**src/rtl/salida_acum.sv**
```systemverilog
// salida_acum: N-bit quotient-bit accumulator with fill count, done pulse and sticky protocol flags
module salida_acum #(
  parameter int N = 8,
  parameter bit MSB_FIRST = 1'b1,
  localparam int CW = $clog2(N + 1)
) (
  input  logic          clk,
  input  logic          reset,
  input  logic          i_clr,
  input  logic [1:0]    i_a,
  output logic [N-1:0]  q,
  output logic [CW-1:0] o_count,
  output logic          o_full,
  output logic          o_done,
  output logic          o_err,
  output logic          o_ovf
);
  typedef enum logic [1:0] {EMPTY, FILL, FULL} state_t;
  state_t        r_state;
  logic [N-1:0]  r_q;
  logic [CW-1:0] r_count;
  logic          r_done, r_err, r_ovf;
  logic          w_shift, w_last;
  logic [N-1:0]  w_q_next;
  // 2'b01 and 2'b10 are the only shift commands; i_a[0] is the shifted bit
  assign w_shift  = i_a[1] ^ i_a[0];
  assign w_last   = r_count == CW'(N - 1);
  assign w_q_next = MSB_FIRST ? {r_q[N-2:0], i_a[0]} : {i_a[0], r_q[N-1:1]};
  always_ff @(posedge clk) begin
    if (reset || i_clr) begin
      r_state <= EMPTY;
      r_q     <= '0;
      r_count <= '0;
      r_done  <= 1'b0;
      r_err   <= 1'b0;
      r_ovf   <= 1'b0;
    end else begin
      r_done <= 1'b0;
      if (i_a == 2'b11) r_err <= 1'b1;
      if (w_shift) begin
        if (r_state == FULL) r_ovf <= 1'b1;
        else begin
          r_q     <= w_q_next;
          r_count <= r_count + 1'b1;
          r_state <= w_last ? FULL : FILL;
          r_done  <= w_last;
        end
      end
    end
  end
  assign q       = r_q;
  assign o_count = r_count;
  assign o_full  = r_state == FULL;
  assign o_done  = r_done;
  assign o_err   = r_err;
  assign o_ovf   = r_ovf;
endmodule

```
**config.mk**
```make
export PLATFORM = sky130hd
export DESIGN_NAME = salida_acum
export DESIGN_NICKNAME = d
export VERILOG_FILES = /design/src/rtl/salida_acum.sv
export SDC_FILE = /design/constraint.sdc
export NUM_CORES = 1
export LEC_CHECK = 0
export ABC_AREA = 1
export ABC_CLOCK_PERIOD_IN_PS = 1150
export CORE_ASPECT_RATIO = 1.2
export CORE_MARGIN = 2
export CORE_UTILIZATION = 44
export DETAILED_ROUTE_END_ITERATION = 7
export PLACE_DENSITY = 0.73
export SLEW_MARGIN = 20
export SYNTH_ARGS = -nofsm -noshare
export SYNTH_HDL_FRONTEND = slang
export SYNTH_SLANG_ARGS = --single-unit
```
**constraint.sdc**
```tcl
create_clock -name clk -period 1.15 [get_ports clk]
set_input_delay 0.115 -clock clk [delete_from_list [all_inputs] [get_ports clk]]
set_output_delay 0.115 -clock clk [all_outputs]
set_load 0.02 [all_outputs]
```
==> out/metrics.csv <==
metric,value,unit
outcome,"finished, final reports clean",
Max-slew headroom,84.40,%
Final nets,123,
maxcap violations,0,
Avg Vias per Cell,4.652,
synthesis-to-finish area growth,41.12,%
WL final,1464,um
total negative slack,0,ps
Synth Flop Type,dfxtp_1,
Worst Path Arrival,990,ps
Crit path largest cell delay,370,ps
Synth Instances,86,
"top cells by area, synth","dfxtp_1 (49%), nor2_1 (15%), o21ai_1 (7.2%)",
vias post-DR,614,
port buffer count,20,
H-tree levels,1,
Die Height,47.40,um
Worst Hold Class,input pin to flop,
CTS tree,done,
P_leak,0.4643,nW
FP Rows,15,
Post-synth EDFFs,0,
Post-DP HPWL,1121,um
count of final setup violators,0,
syn avg cell area,8.031,um^2
DRT iter0 DRCs,4,
post-CTS setup buffer count,0,
CTS buffer count,3,
WL/cell,11.09,um
largest net degree at the start of global routing,17,
fillers,121,
post-synth net total,93,
first-pass GRT wire length,2428,um
Congestion Overflow GR,0,
synth unique cells,18,
Yosys top cell area share,49.28,%
clock latency on the worst-skew pair,280,ps
worst-path cell chain,dlygate4sd2_1,
fin crit period,1103,ps
gr busiest metal,met2,
Reg2Reg Setup Slack,100,ps
met2 Use GR,32.90,%
critical path startpoint category,flop,
drc violations,0,
Worst-path clk slew,90,ps
"Slowest-stage cell, CP",dfxtp_1,
RD Place Congestion,0.7036,
critical path peak fanout,3,
pwr dens,1183,mW/mm^2
GR Util met1,21.64,%
Post-Syn Area,690.7,um^2
PnR worst setup slack,46.70,ps
Seq cells post-synth,17,
vias in the first global route,626,
Final period util,95.94,%
cell taking the most area after synthesis,dfxtp_1,
Critical Path RT,1030,ps
initial antenna violation count,0,
Tightest Pin Transition,233.5,ps
Yosys warnings,0,
Final ANT Viol Nets,0,
sequential area share after synthesis,49.28,%
met3 GRT Util,2.844,%
Crit. End Element,output port,
IO Pins,21,
final hold violations,0,
Die Footprint,0.001904,mm^2
Total Power,1.153,mW
Synth top cells by count,"nor2_1 (27), dfxtp_1 (17), o21ai_1 (10)",
Die X-Extent,40.17,um
Pre-antenna DRT Iters,4,
hold_buf cts,0,
max-slew violation count,0,
clock sink count,17,
Top Family by Delay on Critical Path,flip-flops,
most frequent cell after synthesis,nor2_1,
Post-synth ARST share,0,%
Core Footprint,0.001445,mm^2
crit path kind,flop to output port,
f_max,906.4,MHz
CTS max path bufs,2,
root buf cell,clkbuf_4,
starting density of the core,47.79,%
Max rail drop VDD,0.8815,mV
RSZ-0062 raised after global routing,no,
n_diodes,0,
Place WS,-394.8,ps
total track usage,18.94,%
Critical path buffers and inverters,1,
Clock Skew,2.077,ps
final core utilization,67.45,%
share of cells above drive strength 1,25.22,%
[path summary, 6_finish.rpt]
kind,from,cells after the start,end
max reg2reg,o_count[0],6,o_count[2]
max,q[4],1,q[4]
min,i_a[0],3,q[0]
min reg2reg,o_err,2,o_err
[cell type report]
class / count / area, um^2 / area share (%)
Multi-Input combinational cell: 60 / 322.8 / 33.12
Inverter: 6 / 22.52 / 2.311
Timing Repair Buffer: 28 / 240.2 / 24.65
Sequential cell: 17 / 341.6 / 35.04
Clock buffer: 4 / 26.28 / 2.696
Tap cell: 17 / 21.27 / 2.182
[state kept, by name, indices dropped and copies added, names as in the netlist]
signal,count
o_ovf,1
o_done,1
o_err,1
r_state,2
o_count,4
q,8
[tightest hold or removal path: stages]
cell,delay (ps)
dlygate4sd2_1,250
o21ai_1,90
nor2_1,80
[repair_timing]
action,4_1_cts,5_1_grt
pin swaps,1,3
resized for setup,27,11
setup endpoints to repair,28,7
[cell usage in the layout (no fill, tap or decap), types with 3 or more instances in the layout]
master         instances
clkbuf_4               3
buf_4                  5
dlygate4sd2_1         12
o21ai_1               11
nand3_1                3
clkbuf_2               4
nand2_1                8
nor2_2                 3
inv_1                  4
nor2_1                25
dfxtp_1               16
[per-stage QoR]
step / instances / cell area [um^2] / hold slack (ps)
after CTS: 133 / 991.0 / 289.4
after floorplan: 86 / 690.7 / 277.6
after detailed placement: 129 / 964.7 / 470.9
final: 132 / 974.7 / 294.5
after global placement: 129 / 964.7 / 452.2
after global routing: 132 / 974.7 / 325.1
[power by group]
part | total (mW) | switching, mW | leakage, nW | internal [mW]
registers | 0.626 | 0.0152 | 0.139 | 0.611
clock network | 0.306 | 0.171 | 0.0150 | 0.135
logic | 0.221 | 0.125 | 0.311 | 0.0964
total | 1.15 | 0.311 | 0.464 | 0.842
[metal layers]
layer | share of wire, % | vias up
met4 | 0.82 | 0
met5 | 0 | -
met1 | 41 | 273
met3 | 3.7 | 2
met2 | 55 | 11
li1 | - | 328
[logic make-up after synthesis]
family	share of synthesized area [%]
AOI/OAI and AO/OA	13.41
and+or+nand+nor	26.45
adders and majority gates	3.623
buffers and inverters	7.245
DFF	49.28
(Power assumes the default switching activity.)
